[config.mk]
export PLATFORM = sky130hd
export DESIGN_NAME = branch_resolve_ctrl
export DESIGN_NICKNAME = d
export VERILOG_FILES = /design/src/rtl/bp_pkg.sv /design/src/rtl/bp_ckpt_fifo.sv /design/src/rtl/branch_resolve_ctrl.sv
export SDC_FILE = /design/constraint.sdc
export NUM_CORES = 1
export LEC_CHECK = 0
export ABC_AREA = 0
export BUFFER_PORTS_ARGS = -buffer_cell sky130_fd_sc_hd__buf_4
export CELL_PAD_IN_SITES_DETAIL_PLACEMENT = 0
export CELL_PAD_IN_SITES_GLOBAL_PLACEMENT = 1
export CORE_MARGIN = 2
export CORE_UTILIZATION = 47
export DETAILED_ROUTE_END_ITERATION = 7
export PLACE_DENSITY_LB_ADDON = 0.1
export SYNTH_ARGS = -nofsm -noshare
export SYNTH_HDL_FRONTEND = slang
export SYNTH_SLANG_ARGS = --single-unit
[constraint.sdc]
create_clock -name clk -period 6.9 [get_ports clk]
set_input_delay 2.07 -clock clk [delete_from_list [all_inputs] [get_ports clk]]
set_output_delay 2.07 -clock clk [all_outputs]
set_load 0.05 [all_outputs]
[src/rtl/bp_pkg.sv]
// bp_pkg: shared types and defaults for the branch resolve controller
package bp_pkg;
    localparam int BP_DEPTH_DEF = 4;
    typedef struct packed {
        logic [31:0] pc;
        logic        taken;
        logic [31:0] target;
    } bp_entry_t;
    typedef enum logic {BP_RUN, BP_FLUSH} bp_state_t;
endpackage

[src/rtl/bp_ckpt_fifo.sv]
// bp_ckpt_fifo: in-order checkpoint queue of IF predictions
// ports: clk, rstn (async low), push/pop/clear (clear wins), din, full, empty, head (oldest entry)
module bp_ckpt_fifo
    import bp_pkg::*;
#(
    parameter int DEPTH = BP_DEPTH_DEF
) (
    input  logic      clk,
    input  logic      rstn,
    input  logic      push,
    input  logic      pop,
    input  logic      clear,
    input  bp_entry_t din,
    output logic      full,
    output logic      empty,
    output bp_entry_t head
);
    localparam int AW = $clog2(DEPTH);
    bp_entry_t      mem [DEPTH];
    logic [AW-1:0]  wp, rp;
    logic [AW:0]    cnt;
    logic           do_push, do_pop;
    assign full    = cnt == (AW+1)'(DEPTH);
    assign empty   = cnt == '0;
    assign head    = mem[rp];
    // a pop frees the slot in the same cycle, so a full queue may still accept
    assign do_push = push & (~full | pop);
    assign do_pop  = pop & ~empty;
    always_ff @(posedge clk or negedge rstn) begin
        if (!rstn) begin
            wp  <= '0;
            rp  <= '0;
            cnt <= '0;
        end else if (clear) begin
            wp  <= '0;
            rp  <= '0;
            cnt <= '0;
        end else begin
            wp  <= do_push ? wp + 1'b1 : wp;
            rp  <= do_pop ? rp + 1'b1 : rp;
            cnt <= cnt + (AW+1)'(do_push) - (AW+1)'(do_pop);
        end
    end
    always_ff @(posedge clk) begin
        if (do_push && !clear) mem[wp] <= din;
    end
endmodule

[src/rtl/branch_resolve_ctrl.sv]
// branch_resolve_ctrl: checks EX branch outcomes against queued IF predictions, flushes and redirects on mispredict
// ports: clk, rstn (async low); IF push side if_*; EX resolve side ex_*; stall_if, flush, redirect_*,
//        predictor update upd_*, sticky seq_err, branch_cnt / mispred_cnt
module branch_resolve_ctrl
    import bp_pkg::*;
#(
    parameter int DEPTH        = BP_DEPTH_DEF,
    parameter int FLUSH_CYCLES = 2,
    parameter int CNT_W        = 32
) (
    input  logic             clk,
    input  logic             rstn,
    input  logic             if_push,
    input  logic [31:0]      if_pc,
    input  logic             if_pred_taken,
    input  logic [31:0]      if_pred_target,
    input  logic             ex_resolve,
    input  logic [31:0]      ex_pc,
    input  logic             ex_taken,
    input  logic [31:0]      ex_target,
    output logic             stall_if,
    output logic             flush,
    output logic             redirect_valid,
    output logic [31:0]      redirect_pc,
    output logic             upd_valid,
    output logic [31:0]      upd_pc,
    output logic             upd_taken,
    output logic             seq_err,
    output logic [CNT_W-1:0] branch_cnt,
    output logic [CNT_W-1:0] mispred_cnt
);
    localparam int FW = $clog2(FLUSH_CYCLES + 1);
    bp_state_t  state, state_n;
    logic [FW-1:0] fcnt, fcnt_n;
    bp_entry_t  head;
    logic       empty, full, acc, pc_err, pred_taken, mis, push;
    bp_ckpt_fifo #(.DEPTH(DEPTH)) u_fifo (
        .clk   (clk),
        .rstn  (rstn),
        .push  (push),
        .pop   (acc),
        .clear (mis),
        .din   ('{pc: if_pc, taken: if_pred_taken, target: if_pred_target}),
        .full  (full),
        .empty (empty),
        .head  (head)
    );
    assign acc        = ex_resolve & (state == BP_RUN);
    assign pc_err     = empty | (head.pc != ex_pc);
    // an empty queue behaves as an implicit not-taken prediction
    assign pred_taken = ~empty & head.taken;
    assign mis        = acc & (pc_err | (pred_taken != ex_taken) | (ex_taken & head.target != ex_target));
    // wrong-path pushes in a mispredict cycle are discarded along with the queue
    assign push       = if_push & (state == BP_RUN) & ~mis;
    assign stall_if   = full;
    assign flush      = state == BP_FLUSH;
    always_comb begin
        state_n = state;
        fcnt_n  = fcnt;
        if (state == BP_RUN) begin
            state_n = mis ? BP_FLUSH : BP_RUN;
            fcnt_n  = FW'(FLUSH_CYCLES - 1);
        end else begin
            state_n = (fcnt == '0) ? BP_RUN : BP_FLUSH;
            fcnt_n  = fcnt - 1'b1;
        end
    end
    always_ff @(posedge clk or negedge rstn) begin
        if (!rstn) begin
            state          <= BP_RUN;
            fcnt           <= '0;
            redirect_valid <= 1'b0;
            redirect_pc    <= '0;
            upd_valid      <= 1'b0;
            upd_pc         <= '0;
            upd_taken      <= 1'b0;
            seq_err        <= 1'b0;
            branch_cnt     <= '0;
            mispred_cnt    <= '0;
        end else begin
            state          <= state_n;
            fcnt           <= fcnt_n;
            redirect_valid <= mis;
            redirect_pc    <= ex_taken ? ex_target : ex_pc + 32'd4;
            upd_valid      <= acc;
            upd_pc         <= ex_pc;
            upd_taken      <= ex_taken;
            seq_err        <= seq_err | (acc & pc_err);
            branch_cnt     <= branch_cnt + CNT_W'(acc);
            mispred_cnt    <= mispred_cnt + CNT_W'(mis);
        end
    end
endmodule

==> results, run 1 <==
- The flow ran to the end, and the final reports show no timing, DRC or antenna violations.
- The total area inside the core boundary comes to 33700 µm².
- The iteration count of the initial detailed-routing pass is 5.
- The footprint of the multi-input gates is 4570 µm².
- The critical path is of the primary input to flip-flop type.
- The average wire per cell in the routed design is 21.8 µm.
- 0 antenna diodes ended up in the layout.
- The non-filler instance count after layout is 1780.
- The max-capacitance violation count is 0.
- The sequential area share after synthesis is 0.703.
- The final-layout worst hold slack is 0.438 ns.
- Clock tree synthesis selected as its root buffer the cell clkbuf_16.
- The number of synthesized register bits is 402.
- Of all flip-flops after synthesis, the portion carrying an async set or reset was 0.353.
- The CTS sink count is 402.
- At the pin with the least slew margin, the transition time is 1.01 ns.
- The via count normalized by instance count is 5.26.
- The residual antenna-violating net count after detailed routing is 0.
- After detailed placement, the design holds a cell count of 1701.
- Relative to the synthesized area, the layout overhead comes to 24.4%.
- The worst setup path is launched from a primary input.
- The maximum number of pins on one net before global-route repair is 66.
- Setup repair after global routing left no endpoint under its margin.
- The later pin in the worst-skew pair is clocked with a latency of 0.54 ns.
- The routing usage on met2 is 0.354.
- The number of buffers inserted for hold repair after clock tree synthesis is 0.
- The layer with the highest usage after global routing is met2.
- The internal power consumption is 4780 µW.
- TritonCTS built the clock tree.
- The slowest cell on the critical path is and2_4.
- The Yosys step of the flow raised 0 warnings.
- Buffers inserted during clock tree synthesis total 43.
- At the placement stage, the worst setup path has a slack of 1.11 ns.
- The number of synthesized flops with an enable pin is 260.
- The number of different library cells used by synthesis comes to 49.
- After detailed routing, the number of remaining DRC violations is 0.
- The number of buffers inserted to repair setup after CTS is 0.
- For this run, the total global-route usage over all layers was measured as 0.220.
- Static timing analysis puts the maximum clock frequency at 193 MHz.
- Traced cell by cell, the critical path runs through buf_4 -> nor2b_1 -> mux2_2 -> o31ai_1 -> or4_1 -> nor4_1 -> o2111ai_1 -> buf_4 -> and2_4 -> ha_1 -> nand4_1 -> nor2_1 -> and2_1 -> and3b_1 -> nand2_1 -> nor2_1 -> nand2_1 -> xnor2_1.
- Among all flip-flop cells after synthesis, the most frequent one is edfxtp_1.
- The top fanout value on the critical path is 15.
- The chip height is 189 µm.
- The placer's final routability congestion estimate is 0.779.
- The number of gates resized after CTS is 0.
- For the worst setup path, the data required time is 7.32 ns.
- The via count of the first global-routing pass was 9498.
- The H-tree generated during clock tree synthesis spans 2 levels.
- The power share of the clock group is 0.332.
- STA puts the critical path data arrival time at 5.59 ns.
- Across all layers, the routed design uses 9367 vias.
- The analysis attributes to cell leakage a power of 0.00768 µW.
- The row count is 67.
- The global routing usage on met1 is 0.297.
- The completed layout was analyzed and its total power is 6700 µW.
- The largest incremental delay on the critical path is 0.31 ns.
- The worst pin sits at a relative slew slack of 0.323.
- STA classifies the critical path endpoint as a flip-flop.
- Of the cells placed in the final design, the portion with a size suffix greater than 1 is 0.299.
- The synthesized net count is 1151.
- Fill cells in the final layout number 2675.
- The violation count after the first detailed-route iteration is 409.
- The maximum clock path buffer count is 3.
- After routing, the total negative slack on setup checks comes to 0 ns.
- The cell depth of the worst flop-to-flop path is 18.
- The detailed-placement wirelength estimate is 26600 µm.
- The portion of the clock cycle consumed by the worst path in the final layout is 0.750.
- After synthesis the cells add up to 16200 µm².
- At the end of the flow, the number of nets in the layout was 1444.
- The share of total power dissipated in sequential elements is 0.446.
- The global-route wire length before repair is 58600 µm.
- Once routing completed, OpenROAD measured the worst setup slack at 1.73 ns.
- The die is 189 µm wide.
- The starting utilization of the core area is 0.480.
- The worst path in the final design needs a cycle of 5.17 ns, including I/O delays and setup.
- The overall routed net length is 38800 µm.
- The count of mapped cells out of synthesis is 1005.
- The final-report setup violation count is 0.
- The total congestion overflow is 0.
- The path class of the tightest hold or removal check is flip-flop to flip-flop.
- The initial antenna violation count was 2.
- For this design the ratio of total power to cell area is 333 nW/µm².
- VDD sags by at most 0.000242 V.
- Clock-pin slew was measured on the worst setup and hold paths at 0.06 ns.
- Each instance of the synthesized netlist takes up on average 16.1 µm².
- The number of slew-limit violations in the final report is 0.
- The sequential cells in the finished layout cover a total of 11400 µm².
- The share of total power dissipated in combinational logic is 0.222.
- The die area is 35900 µm².
- Port buffering added 267 buffers.
- For this run, global-route usage on met3 was measured as 0.0475.
- The count of endpoints failing hold in the final timing report came to 0.
- The final worst clock skew is 0.0117 ns.
- The fraction of power spent switching nets is 0.286.
- The boundary pin count is 268.
- The depth of the worst hold-timing path is 1.
- The analysis attributes to net switching a power of 1920 µW.
==> area by class of cell <==
type,instances,share of cell area
Sequential cell,402,0.566
Clock buffer,63,0.0604
Timing Repair Buffer,280,0.107
Tap cell,448,0.0279
Multi-Input combinational cell,548,0.227
Clock inverter,16,0.00741
Inverter,23,0.00429
==> Yosys cell counts, types with 5 or more instances <==
library cell,instances,area (µm²)
edfxtp_1,260,7810
dfrtp_1,142,3550
xnor2_1,99,867
nand2_1,79,297
xor2_1,52,455
mux4_2,50,1130
nand3_1,35,175
nor2_1,34,128
mux2i_1,31,310
nand4_1,30,188
o21ai_0,23,115
inv_1,22,82.6
and3_1,17,106
clkbuf_1,15,56.3
nor3_1,12,60.1
ha_1,11,138
buf_2,9,45.0
and4_1,7,61.3
o21ai_1,7,35.0
a21oi_1,6,30.0
nor4_1,6,37.5
mux2_2,5,56.3
==> cell usage in the layout, fill, tap and decap left out, drive strengths merged, types with 2 or more instances in the layout <==
cell / n
clkinv: 13
mux2: 7
mux4: 50
nor4: 6
xor2: 52
inv: 22
a211oi: 4
and4: 7
a2bb2oi: 2
and3: 17
o21ai: 30
o2111ai: 3
xnor2: 99
bufinv: 3
mux2i: 31
nor2: 34
nand2b: 2
a31oi: 3
nand3: 35
clkbuf: 63
and2: 2
dfrtp: 142
edfxtp: 260
ha: 11
buf: 280
a21oi: 6
or4: 2
a21o: 2
nand4: 30
nand2: 79
nor3b: 2
o22ai: 4
nor2b: 4
nor3: 12
a31o: 2
==> routing by layer <==
layer,part of all wire,vias up
met4,0.035,2
met5,0.00033,-
met3,0.064,71
met1,0.42,4642
met2,0.48,327
li1,-,4325
==> state kept, by name, indices dropped and copies added (netlist names) <==
register and cells:
u_fifo.cnt 3, flush 1, upd_taken 1, redirect_valid 1
mispred_cnt 32, u_fifo.mem 260, branch_cnt 32, upd_pc 32
seq_err 1, u_fifo.wp 2, upd_valid 1, u_fifo.rp 2
redirect_pc 32, fcnt 2
==> cells by family after synthesis <==
| family | Yosys count | synth area share |
|---|---|---|
| buf+inv | 55 | 0.0163 |
| compound gates | 62 | 0.0239 |
| simple gates | 235 | 0.0715 |
| mux | 88 | 0.0938 |
| flops | 402 | 0.703 |
| fa+ha+maj | 12 | 0.00975 |
| xor+xnor | 151 | 0.0818 |
==> final timing paths <==
check / from / slack (ns) / to
max: ex_target[29] / 1.73 / mispred_cnt[31]$_DFF_PN0_
min: fcnt[0]$_DFF_PN0_ / 0.44 / fcnt[0]$_DFF_PN0_
max reg2reg: u_fifo.rp[0]$_DFFE_PN0P_ / 1.77 / mispred_cnt[31]$_DFF_PN0_
min reg2reg: fcnt[0]$_DFF_PN0_ / 0.44 / fcnt[0]$_DFF_PN0_
max in group asynchronous: rstn / 4.18 / u_fifo.rp[1]$_DFFE_PN0P_
min in group asynchronous: rstn / 1.42 / branch_cnt[24]$_DFF_PN0_
==> per-stage QoR <==
step	cell area, µm²	util
after detailed placement	18700	0.556
final	20100	0.596
after global routing	20100	0.596
after floorplan	16200	-
after global placement	18700	0.556
after CTS	20100	0.596
==> power by group through the flow <==
stage / Sequential, µW / Clock, µW / Combinational, µW
finish: 2990 / 2230 / 1490
global route: 3020 / 2390 / 1600
CTS: 2990 / 2270 / 1510
detailed placement: 3040 / 0 / 1510
global placement: 3030 / 0 / 1500
floorplan: 3200 / 0 / 860
==> worst max-delay path, delay by kind of cell <==
kind                       cells  cell delay (ns)
xor gates and xnor gates       1             0.13
adders and majority gates      1             0.24
and+or+nand+nor               11             2.08
AOI/OAI and AO/OA              2             0.43
muxes                          1             0.28
buffers and inverters          2             0.36
No activity file was read; power rests on OpenSTA's default activity.
==> run 2: changes to the inputs <==
Settings changed: ABC_AREA 0 to 1, CORE_UTILIZATION 47 to 40.
Clock period 6.9 ns to 4.7 ns, I/O delays scaled along.
==> run 2 against run 1 <==
Clock skew rose by 0.011 ns. Sequential power increased by 43%. First-iteration DRC count increased by 83%. Hold slack improved by 0.0050 ns. Clock power rose by 59%.
==> results, run 2 <==
- The global routing usage summed across all routing layers is 0.222.
- The total congestion overflow is 0.
- Sorting the synthesized cells by how often they occur yields nand2_1 (522), edfxtp_1 (260), nand3_1 (192).
- Clock-pin slew was measured on the worst setup and hold paths at 0.06 ns.
- In this run the count of I/O pins placed on the die edge is 268.
- The number of buffers added on ports is 267.
- The number of warnings printed during yosys synthesis is 0.
- The starting utilization of the core area is 0.405.
- The maximum clock rate is 242 MHz.
- Detailed placement ended at an HPWL of 33500 µm.
- Once the clock tree was built, the resizer swapped 0 gates to a different size.
- The floorplan step defined a die boundary enclosing 44100 µm².
- Setup violations remaining at the end of the flow were counted as 0.
- The relative max-transition margin is 0.357.
- Setup slack closes at 0.572 ns.
- Among all flip-flop cells after synthesis, the most frequent one is edfxtp_1.
- Counting flops per register, the top entry is u_fifo.mem.
- Between clock sinks in the finished design, the worst skew comes to 0.0225 ns.
- By instance count, the cell type seen most on the critical path is nand2_1.
- The number of vias in the routed layout is 12110.
- In this run the power density over the cells is 494 nW/µm².
- The die is 210 µm wide.
- The number of buffers inserted during clock tree synthesis is 44.
- The maximum number of pins on one net before global-route repair is 93.
- For the finished layout, the period the worst path requires is 4.13 ns.
- Data on the critical path arrives at its endpoint at 4.57 ns.
- After detailed placement, the design holds a cell count of 2363.
- By area the synthesized netlist is led by edfxtp_1 (46%), dfrtp_1 (21%), nand2_1 (12%).
- Once the clock tree was built, the setup fixing pass inserted 0 buffers.
- In this run the mean area of a mapped cell was 10.7 µm².
- The row count is 75.
- The number of slew-limit violations in the final report was 0.
- The cell leakage power is 0.00920 µW.
- The H-tree was split into 2 levels.
- The overall routed net length is 48600 µm.
- The global-route wire length before repair is 72600 µm.
- The detailed router finished its first iteration with 747 violations.
- The library cells used most frequently in the layout, excluding fill and tap cells, are nand2_1 (522), buf_4 (277), edfxtp_1 (260), nand3_1 (192), dfrtp_1 (140).
- The number of filler cells placed in the layout is 3860.
- The placer's final routability congestion estimate is 0.811.
- In this run, post-CTS hold repair placed 0 buffers.
- The post-synthesis to final-layout area growth is 25.2%.
- The iteration count of the initial detailed-routing pass is 5.
- Dividing the final minimum period by the clock period gives 0.878.
- The cell area after layout is 21300 µm².
- The net total in the final layout is 2016.
- The critical path capture point type is a flip-flop.
- The startpoint class of the critical path is a flip-flop.
- The residual antenna-violating net count after detailed routing is 0.
- The top fanout value on the critical path is 60.
- TritonCTS built the clock tree.
- At the pin with the least slew margin, the transition time is 0.965 ns.
- The standard cell area after detailed placement is 19800 µm².
- The worst setup path is of the flip-flop to flip-flop kind.
- The via count normalized by instance count is 4.95.
- For this run, the slowest stage of the critical path takes 0.51 ns.
- The run finished with clean final reports.
- The total buffers and inverters traversed by the critical path is 4.
- The peak supply drop is 0.000277 V.
- Of the post-synthesis cell area, the dominant cell type holds 0.460.
- The root cell of the clock tree is clkbuf_16.
- Max-cap violations in this run came to 0.
- The worst path required time is 5.14 ns.
- Prior to clock tree synthesis, the placed netlist has a worst setup slack of 0.172 ns.
- The post-layout total power is 10500 µW.
- The via count of the first global-routing pass is 11846.
- The initial antenna violation count is 5.
- The most common cell in the netlist is nand2_1.
- Summed over all instances, the cell type with the most area after synthesis is edfxtp_1.
- Setup repair after global routing left no endpoint under its margin.
- In the final routed layout, each cell accounts on average for 19.9 µm.
- The number of synthesized register bits is 402.
- Counting every net in the synthesized netlist gives 1730.
- The register with the most flip-flops in the layout has 260 of them.
- The finished layout holds 2447 standard cells, fillers aside.
- The clock latency reported for the late side of the worst-skew pair is 0.57 ns.
- The library cell used most frequently in the layout, excluding fill and tap cells, is nand2_1.
- The remaining design rule violation count is 0.
- The tightest min-delay check is of the flip-flop to flip-flop type.
- Of the synthesized area, sequential elements account for 0.669.
- In this design, the largest share of critical-path delay is due to simple AND/OR/NAND/NOR gates.
- The final-layout worst hold slack is 0.443 ns.
- The count of mapped cells out of synthesis is 1584.
- Of all flip-flops after synthesis, the portion carrying an async set or reset was 0.353.
- Counting distinct cell types in the post-synthesis netlist gives 43.
- In this run, synthesis inferred 260 flip-flops with an integrated enable.
- The chip height is 210 µm.
- For flop-to-flop paths, the worst setup slack is 0.57 ns.
- The maximum clock path buffer count is 3.
- After synthesis the cells add up to 17000 µm².
- Counting every sink on the clock net gives 402.
- The share of final-layout standard cells stronger than drive strength 1 is 0.199.
- The slowest stage of the critical path is the dfrtp_4 cell.
- The area inside the core boundary is 41900 µm².
- The count of endpoints failing hold in the final timing report is 0.
==> run 2: path summary, 6_finish.rpt <==
path / startpoint / endpoint / cells past startpoint
worst min register to register: fcnt[0]$_DFF_PN0_ / fcnt[0]$_DFF_PN0_ / 1
worst max-delay path: u_fifo.rp[0]$_DFFE_PN0P_ / mispred_cnt[31]$_DFF_PN0_ / 26
max in group asynchronous: rstn / mispred_cnt[31]$_DFF_PN0_ / 2
worst max register to register: u_fifo.rp[0]$_DFFE_PN0P_ / mispred_cnt[31]$_DFF_PN0_ / 26
worst min-delay path: fcnt[0]$_DFF_PN0_ / fcnt[0]$_DFF_PN0_ / 1
min in group asynchronous: rstn / branch_cnt[22]$_DFF_PN0_ / 1
==> run 2: cell type report <==
type | instances | area [µm²] | area share
clock buffers | 62 | 1230 | 0.0578
repair buffers | 290 | 2330 | 0.110
diodes | 2 | 5.00 | 0.000235
multi-input cells | 1038 | 5060 | 0.238
well taps | 539 | 674 | 0.0317
flip-flops and latches | 402 | 11400 | 0.534
inverters | 94 | 354 | 0.0166
clock inverters | 20 | 253 | 0.0119
==> run 2: per-stage QoR <==
step	setup TNS (ns)	utilization
floorplan	-259.98	-
global placement	0	0.472
detailed placement	0	0.472
CTS	0	0.507
global route	0	0.507
finish	0	0.507
==> run 2: layer usage <==
layer / GRT usage / vias to the layer above / part of all wire
li1: - / 5883 / -
met4: 0.0717 / 8 / 0.025
met5: 0 / - / 0.0012
met2: 0.363 / 344 / 0.47
met1: 0.296 / 5800 / 0.45
met3: 0.0490 / 75 / 0.061
==> run 2: kinds of logic after synthesis <==
family	synth area share
xor+xnor	0.0490
simple gates	0.222
flops	0.669
fa+ha+maj	0.00928
compound gates	0.0162
buf+inv	0.0350
==> run 2: report_power, final <==
group          internal [µW]  total [µW]  leakage, µW  switching (µW)
Combinational            825        2700      0.00437            1870
Clock                   2150        3540     0.000722            1390
Sequential              4120        4270      0.00411             154
Total                   7100       10500      0.00920            3410
==> run 3: changes to the inputs <==
Settings changed: CAP_MARGIN from default to 20, CELL_PAD_IN_SITES_GLOBAL_PLACEMENT 1 to 2, CORE_UTILIZATION 40 to 33, RECOVER_POWER from default to 100.
==> run 3 against run 2 <==
The flow now finishes with violations (capacitance limit, slew limit). Sequential share of layout area up 1.9 points. Die area up 21%. Register-to-register slack worse by 0.10 ns. Critical path type unchanged. Largest cell class unchanged.
==> results, run 3 (same netlist as run 2, synthesis figures left out) <==
- The run finished, with violations left.
- The final reports fail on capacitance limit, slew limit.
- The remaining design rule violation count is 0.
- The root buffer cell chosen for the clock tree is clkbuf_16.
- The portion of the clock cycle consumed by the worst path in the final layout is 0.900.
- CTS saw 402 sinks.
- The proportion of power drawn by flip-flops and latches is 0.410.
- The routing usage on met2 is 0.331.
- Clock-pin slew was measured on the worst setup and hold paths at 0.06 ns.
- Once detail routing completed, the nets flagged for antenna violations numbered 0.
- Of the total power, the share spent switching nets is 0.336.
- The overall routed net length is 52100 µm.
- For this configuration, the core starts out at a cell density of 0.332.
- The net switching component of the power is 3490 µW.
- The die area is 53300 µm².
- The via count of the first global-routing pass was 12363.
- STA puts the critical path data required time at 5.20 ns.
- The die is 231 µm wide.
- The first global-routing pass estimated 77600 µm of wire.
- The critical path crosses 26 cells after its start point.
- Counting cells, the worst reg-to-reg path comes to 26.
- The startpoint of the most critical setup path is u_fifo.rp[0]$_DFFE_PN0P_.
- For met3 alone, demand over resource in global routing was 0.0379.
- In this run the number of H-tree levels came out at 2.
- Across the routed clock network, the largest skew measured is 0.0229 ns.
- The net count of the finished layout is 2035.
- The slowest cell on the critical path is dfrtp_4.
- The number of buffers added on ports is 267.
- Setup violations remaining at the end of the flow were counted as 0.
- Dividing the detail-routed via count by the number of cells gives 4.64.
- The flip-flop count of the largest register after layout is 260.
- The register containing the most flip-flops in the final layout is u_fifo.mem.
- The number of placed instances, taps included, is 2520.
- The largest incremental delay on the critical path is 0.50 ns.
- The longest clock path from root to sink contains 3 buffers.
- The non-filler instance count after layout is 2610.
- Once layout is complete, the utilization of the core stands at 0.402.
- The clock latency reported for the late side of the worst-skew pair is 0.58 ns.
- The kind of critical path is flip-flop to flip-flop.
- Leaving out fill and tap cells, the most frequent cells in the layout are nand2_1 (523), edfxtp_1 (260), clkbuf_1 (251), nand3_1 (193), dfrtp_1 (140).
- The worst path in the final design needs a cycle of 4.23 ns, including I/O delays and setup.
- The slew at the pin closest to its max-slew limit is 2.38 ns.
- The startpoint identified for the worst register-to-register timing path is u_fifo.rp[0]$_DFFE_PN0P_.
- The register-to-register setup slack is 0.47 ns.
- The iteration count of the initial detailed-routing pass is 5.
- The areal power density over the cells is 506 nW/µm².
- The number of buffers inserted during clock tree synthesis is 47.
- The TritonCTS clock tree is built.
- The combinational fraction of design power is 0.250.
- For this block, the initial DRC count from the detailed router was 659.
- Across every metal layer, demand over resource in global routing totals 0.196.
- At the end of routability-driven placement, the weighted congestion stood at 0.792.
- The number of gates resized after CTS is 0.
- The arrival time of data at the critical path endpoint is 4.73 ns.
- The maximum number of pins on one net before global-route repair is 102.
- Setup repair after global routing left no endpoint under its margin.
- Buffers added to address setup during post-CTS repair amount to 0.
- STA classifies the critical path endpoint as a flip-flop.
- The layer with the highest usage after global routing is met2.
- The top fanout value on the critical path is 31.
- Following the worst setup path forward leads to its endpoint at mispred_cnt[30]$_DFF_PN0_.
- The area inside the core boundary is 51100 µm².
- Once placement finished, the instance area stood at 20100 µm².
- The cell area after layout is 20500 µm².
- After detailed routing, the average wire length per cell comes to 20.0 µm.
- The startpoint class of the critical path is a flip-flop.
- For met1 alone, demand over resource in global routing was 0.257.
- Global routing finished with a remaining overflow of 0.
- The total buffers and inverters traversed by the critical path is 2.
- The number of buffers inserted for hold repair after clock tree synthesis is 0.
- The initial antenna violation count came to 4.
- The most numerous cell type found on the critical path is nand2_1.
- The internal power consumption is 6900 µW.
- The number of vias in the routed layout is 12110.
- The share of total power dissipated in the clock network is 0.340.
- The end of the worst register-to-register path is mispred_cnt[30]$_DFF_PN0_.
- The share of final-layout standard cells stronger than drive strength 1 is 0.0773.
- The count of endpoints failing hold in the final timing report came to 0.
- In this run the tightest slew margin relative to its limit is -0.587.
- The cell leakage power is 0.00839 µW.
- The peak supply drop is 0.000231 V.
- The post-synthesis to final-layout area growth is 20.9%.
- For this run, the top clock speed supported by timing is 236 MHz.
- In this run the count of I/O pins placed on the die edge is 268.
- The die is 231 µm tall.
- The commonest non-fill, non-tap cell in the layout is nand2_1.
- Grouping stages by cell kind, the critical path spends the most delay in simple AND/OR/NAND/NOR gates.
- The row count is 83.
- The class of the tightest hold or removal check is flip-flop to flip-flop.
- The post-layout total power is 10400 µW.
- The detailed-placement wirelength estimate is 35600 µm.
- The number of slew-limit violations in the final report was 122.
- The tool flagged a number of max-cap violations equal to 2.
run 3: cell count changes in the layout (fill, tap and decap cells not counted), sizes merged, moves of 3 or more:
| cell | previous run | this run |
|---|---|---|
| clkbuf | 62 | 325 |
| clkinv | 13 | 16 |
| bufinv | 6 | 0 |
| buf | 290 | 52 |
run 3: worst min-delay path by stage:
stage,cells past startpoint,startpoint,end,slack [ns]
after floorplan,1,fcnt[0]$_DFF_PN0_,fcnt[0]$_DFF_PN0_,0.41
after global placement,1,fcnt[0]$_DFF_PN0_,fcnt[0]$_DFF_PN0_,0.43
after detailed placement,1,fcnt[0]$_DFF_PN0_,fcnt[0]$_DFF_PN0_,0.44
after CTS,1,fcnt[0]$_DFF_PN0_,fcnt[0]$_DFF_PN0_,0.45
after global routing,1,fcnt[0]$_DFF_PN0_,fcnt[0]$_DFF_PN0_,0.47
final,1,fcnt[0]$_DFF_PN0_,fcnt[0]$_DFF_PN0_,0.44
run 3: power groups by stage:
stage                     Clock, µW  Sequential [µW]  Combinational (µW)
after global placement            0             4330                2810
after detailed placement          0             4330                2820
final                          3530             4260                2590
after CTS                      3660             4260                2830
after floorplan                   0             4670                1390
after global routing           3790             4300                2910
run 3: final cells by class:
cell class,count,area (µm²)
diodes,3,7.51
clock buffers,72,1420
clock inverters,15,82.6
fillers,5229,30500
inverters,94,355
multi-input cells,1038,5000
flip-flops and latches,402,11400
well taps,680,851
repair buffers,306,1460
run 3: per-stage QoR:
stage                     hold WS, ns  TNS, ns  setup slack, ns
after floorplan                 0.409  -259.98            -1.00
after global placement          0.427        0            0.195
after detailed placement        0.439        0            0.154
after CTS                       0.451        0            0.415
after global routing            0.473        0            0.109
final                           0.444        0            0.470
run 3: metal layers:
metal | up-vias | part of all wire
met1 | 5852 | 0.45
met4 | 4 | 0.020
li1 | 5931 | -
met2 | 260 | 0.48
met3 | 63 | 0.050
met5 | - | 0.00050
